==> config.mk <==
export PLATFORM = sky130hd
export DESIGN_NAME = hamming_decoder_engine
export DESIGN_NICKNAME = d
export VERILOG_FILES = /design/src/rtl/hamming_decoder_engine.sv
export SDC_FILE = /design/constraint.sdc
export NUM_CORES = 1
export LEC_CHECK = 0
export BUFFER_PORTS_ARGS = -buffer_cell sky130_fd_sc_hd__buf_4
export CORE_UTILIZATION = 50
export CTS_CLUSTER_DIAMETER = 30
export DETAILED_ROUTE_END_ITERATION = 12
export PLACE_DENSITY = 0.7
export SETUP_SLACK_MARGIN = 0.2
export SYNTH_ARGS = -nofsm -noshare
export SYNTH_HDL_FRONTEND = slang
export SYNTH_SLANG_ARGS = --single-unit
==> constraint.sdc <==
create_clock -name clk -period 5.1 [get_ports clk]
set_input_delay 0.51 -clock clk [delete_from_list [all_inputs] [get_ports clk]]
set_output_delay 0.51 -clock clk [all_outputs]
set_load 0.1 [all_outputs]
==> src/rtl/hamming_decoder_engine.sv <==
// SEC-DED Hamming decoder engine: reads encoded 16-bit words, corrects single errors, flags doubles.
// Define HAMMING_STATS_EN to add saturating single/double error counters.
module hamming_decoder_engine #(
    parameter int NUM_WORDS = 15,
    parameter int SRC_BASE  = 30,
    parameter int DST_BASE  = 0,
    parameter int ADDR_W    = 8
) (
    input  logic              clk,
    input  logic              reset,
    input  logic              req,
    output logic              done,
    output logic [ADDR_W-1:0] mem_addr,
    input  logic [7:0]        mem_rd_data,
    output logic              mem_wr_en,
    output logic [7:0]        mem_wr_data
`ifdef HAMMING_STATS_EN
    ,
    output logic [4:0]        single_cnt,
    output logic [4:0]        double_cnt
`endif
);

    localparam int IDX_W = (NUM_WORDS > 1) ? $clog2(NUM_WORDS) : 1;

    typedef enum logic [2:0] {
        IDLE,
        RD_LO,
        RD_HI,
        DECODE,
        WR_LO,
        WR_HI,
        DONE
    } state_t;

    state_t state, state_nxt;

    logic [IDX_W-1:0]  idx;
    logic [7:0]        raw_lo, raw_hi;
    logic [7:0]        out_lo, out_hi;
    logic [15:0]       word, fixed;
    logic [3:0]        syn;
    logic              par;
    logic              f0, f1;
    logic [10:0]       data;
    logic              start;
    logic              last;
    logic [ADDR_W-1:0] off;
    logic [ADDR_W-1:0] src_addr, dst_addr;

    assign start    = req && ((state == IDLE) || (state == DONE));
    assign last     = (idx == IDX_W'(NUM_WORDS - 1));
    assign off      = ADDR_W'(idx) << 1;
    assign src_addr = ADDR_W'(SRC_BASE) + off;
    assign dst_addr = ADDR_W'(DST_BASE) + off;

    always_ff @(posedge clk or posedge reset) begin
        if (reset) begin
            state <= IDLE;
        end else begin
            state <= state_nxt;
        end
    end

    always_comb begin
        state_nxt = state;
        case (state)
            IDLE:    if (req) state_nxt = RD_LO;
            RD_LO:   state_nxt = RD_HI;
            RD_HI:   state_nxt = DECODE;
            DECODE:  state_nxt = WR_LO;
            WR_LO:   state_nxt = WR_HI;
            WR_HI:   state_nxt = last ? DONE : RD_LO;
            DONE:    if (req) state_nxt = RD_LO;
            default: state_nxt = IDLE;
        endcase
    end

    // Memory bus is driven straight from the state so reset silences it immediately.
    always_comb begin
        mem_addr    = '0;
        mem_wr_en   = 1'b0;
        mem_wr_data = 8'h00;
        case (state)
            RD_LO: mem_addr = src_addr;
            RD_HI: mem_addr = src_addr + ADDR_W'(1);
            WR_LO: begin
                mem_addr    = dst_addr;
                mem_wr_en   = 1'b1;
                mem_wr_data = out_lo;
            end
            WR_HI: begin
                mem_addr    = dst_addr + ADDR_W'(1);
                mem_wr_en   = 1'b1;
                mem_wr_data = out_hi;
            end
            default: ;
        endcase
    end

    // Syndrome is the XOR of the positions of all set bits; overall parity picks single vs double.
    always_comb begin
        word = {raw_hi, raw_lo};
        syn  = 4'd0;
        for (int k = 1; k < 16; k++) begin
            if (word[k]) syn = syn ^ 4'(k);
        end
        par   = ^word;
        fixed = word;
        f0    = 1'b0;
        f1    = 1'b0;
        if (par) begin
            fixed[syn] = ~fixed[syn];
            f0         = 1'b1;
        end else if (syn != 4'd0) begin
            f1 = 1'b1;
        end
        data = {fixed[15:9], fixed[7:5], fixed[3]};
    end

    always_ff @(posedge clk or posedge reset) begin
        if (reset) begin
            idx    <= '0;
            raw_lo <= 8'h00;
            raw_hi <= 8'h00;
            out_lo <= 8'h00;
            out_hi <= 8'h00;
            done   <= 1'b0;
        end else begin
            done <= (state == DONE) && !req;
            if (start) begin
                idx <= '0;
            end else if ((state == WR_HI) && !last) begin
                idx <= idx + 1'b1;
            end
            if (state == RD_LO) raw_lo <= mem_rd_data;
            if (state == RD_HI) raw_hi <= mem_rd_data;
            if (state == DECODE) begin
                out_lo <= data[7:0];
                out_hi <= {f1, f0, 3'b000, data[10:8]};
            end
        end
    end

`ifdef HAMMING_STATS_EN
    always_ff @(posedge clk or posedge reset) begin
        if (reset) begin
            single_cnt <= 5'd0;
            double_cnt <= 5'd0;
        end else if (start) begin
            single_cnt <= 5'd0;
            double_cnt <= 5'd0;
        end else if (state == DECODE) begin
            if (f0 && (single_cnt != 5'd31)) single_cnt <= single_cnt + 5'd1;
            if (f1 && (double_cnt != 5'd31)) double_cnt <= double_cnt + 5'd1;
        end
    end
`endif

endmodule

==> metrics.yaml <==
outcome: "completed"
drcViolationCount: 0
start_util: 0.539
wl_per_cell_um: 14.3
ios: 29
syn_area_mm2: 0.00243
clock_latency_ns: 0.28
cp.arrival_ns: 2.51
clk_pin_slew_ns: 0.07
diodes: 0
place_congestion: 0.925
row_count: 24
rsz0062_at_grt: "no"
first_iter_violations: 95
crit_type: "reg -> out"
grt_pass1_wl_mm: 7.73
relSlewSlack: 0.454
max_cap_violations: 0
synth.area.top_cells: "dfrtp_1 (38%), xnor2_1 (12%), mux2_2 (7.4%), nand2_1 (3.6%), mux2i_1 (2.9%)"
ys.warnings.count: 0
fmax_mhz: 332
netlist_instances: 243
synth_top_area_cell: "dfrtp_1"
synth-simple-area-share: 0.141
synth_top_family_by_area: "XOR/XNOR gates"
critPathSlowestCell: "dfrtp_1"
antenna_found_initial: 0
post_cts_buffers: 0
coreArea_mm2: 0.00450
cp.required_ns: 4.59
crit_chain: "nand2b_1 -> nor2_1 -> o32a_1 -> buf_4"
antenna_left: 0
drtPass1Iterations: 4
first_global_vias: 1587
design.die.area_mm2: 0.00514
drive_gt1_frac: 0.235
clkSinkCount: 37
final_nets: 281
ys_ff_latch: 37
max_stage_delay_ns: 0.78
finalSetupTns_ns: 0
post_drt_via_cell_ratio: 5.50
synth_xor_area_frac: 0.193
grt_max_degree: 38
cts_root_buf: "clkbuf_8"
ys_types: 42
synth.mux.area_fraction: 0.103
area_delta_synth_final_pct: 13.3
worst_pin_slew_ns: 0.813
clock_skew_ns: 0.00833
synth_top_area_share: 0.381
finalCriticalPeriod_ns: 3.02
setup_viol: 0
clockBufferDepth: 2
die_height_um: 71.7
grt_use_total: 0.196
yosys.area_share.adder: 0.0154
cts_tree: "done"
drt-total-wl_mm: 4.59
critPathLaunchType: "flip-flop"
htreeDepth: 2
numPortBuffers: 26
fin_crit_sh: 0.591
slew_viol_final: 0
cts_buffers: 5
hold_violations: 0
synth_compound_area_frac: 0.126
crit_fanout: 19
hp-class: "in -> async"
cp-end-kind: "primary output"
avgSynthCellArea_um2: 10.0
ys_seq_area_frac: 0.381
cts_hold_buf: 0
cts_resized: 0
overflow: 0
dp_hpwl_mm: 3.47
vias: 1761
die_width_um: 71.7
layer usage:
metal	part of all wire	up-vias	global-route usage
li1	-	889	-
met1	0.51	835	0.296
met2	0.45	33	0.287
met3	0.036	4	0.0380
met4	0.0089	0	0.0545
met5	0	-	0
critical path, delay by kind of cell (launching register included):
kind / cells / cell delay, ns
flops: 1 / 0.78
simple gates: 2 / 0.90
compound gates: 1 / 0.25
buf+inv: 1 / 0.29
synth_stat cells:
cell type,number
a211oi_1,5
a211oi_2,4
a21o_1,1
a21oi_1,11
a221o_1,1
a2bb2oi_1,1
a31oi_1,2
and2_1,1
and3_1,6
buf_1,1
buf_4,4
clkbuf_1,5
clkdlybuf4s15_2,1
conb_1,1
dfrtp_1,37
ha_1,3
inv_1,9
mux2_2,16
mux2i_1,7
nand2_1,23
nand2b_1,2
nand3_1,5
nand4_1,3
nand4b_1,4
nor2_1,18
nor2b_1,2
nor3_1,1
nor3b_1,1
nor4b_1,1
o21ai_0,7
o21ai_1,8
o22ai_1,2
o31a_1,1
o32a_1,1
o32ai_1,2
or4_1,1
or4_4,1
xnor2_1,32
xnor2_2,2
xnor2_4,2
xor2_1,4
xor2_2,4
sequential cells by signal, indices dropped and copies added, names as in the netlist:
register	flops
out_lo	8
raw_hi	8
raw_lo	8
out_hi	5
idx	4
state	3
done	1
cell type report:
type,instances,area [µm²]
fillers,405,1750
multi-input cells,187,1410
flip-flops and latches,37,926
repair buffers,27,203
clock buffers,7,86.3
well taps,52,65.1
inverters,9,33.8
clock inverters,1,30.0
kinds of logic (layout without fill, tap and decap cells):
logic type | after synthesis | after routing
simple gates | 69 | 69
compound gates | 46 | 46
xor+xnor | 44 | 44
flops | 37 | 37
mux | 23 | 23
buf+inv | 20 | 44
fa+ha+maj | 3 | 3
other cells | 1 | 2
metrics by stage:
step / setup slack [ns] / util / instances / hold WS, ns / area [µm²]
2_1_floorplan: 1.25 / - / 244 / 0.447 / 2430
3_3_place_gp: 2.51 / 0.586 / 312 / 0.465 / 2640
3_5_place_dp: 2.44 / 0.586 / 312 / 0.475 / 2640
4_1_cts: 2.08 / 0.611 / 320 / 0.346 / 2750
5_1_grt: 1.96 / 0.611 / 320 / 0.361 / 2750
6_report: 2.08 / 0.611 / 320 / 0.332 / 2750
cell usage in the layout (no fill, tap or decap), types with 2 or more instances in the layout:
cell type	netlist	layout
and3_1	6	6
nand4_1	3	3
a211oi_1	5	5
nand2_1	23	23
o21ai_0	7	7
a31oi_1	2	2
mux2_2	16	16
ha_1	3	3
a211oi_2	4	4
xnor2_1	32	32
xor2_1	4	4
a21oi_1	11	11
clkbuf_8	0	6
nand3_1	5	5
nor2_1	18	18
o32ai_1	2	2
dfrtp_1	37	37
xnor2_2	2	2
nand4b_1	4	4
buf_4	4	27
o22ai_1	2	2
nor2b_1	2	2
mux2i_1	7	7
inv_1	9	9
xnor2_4	2	2
conb_1	1	2
nand2b_1	2	2
xor2_2	4	4
o21ai_1	8	8
final timing paths:
| kind | start | endpoint | slack, ns | cells after the start |
|---|---|---|---|---|
| worst max-delay path | state[0]$_DFFE_PP0P_ | mem_addr[5] | 2.08 | 4 |
| worst min-delay path | reset | raw_lo[0]$_DFFE_PP0P_ | 0.33 | 3 |
| worst max register to register | raw_lo[3]$_DFFE_PP0P_ | out_hi[1]$_DFFE_PP0N_ | 2.83 | 6 |
| worst min register to register | out_lo[2]$_DFFE_PP0N_ | out_lo[2]$_DFFE_PP0N_ | 0.49 | 2 |
| max in group asynchronous | reset | out_hi[2]$_DFFE_PP0N_ | 4.45 | 3 |
| min in group clk | req | done$_DFF_PP0_ | 0.42 | 2 |
Power is left out: the tool's default activity adds up to more than one toggle a clock period on the data nets, which glitch-free logic cannot reach.
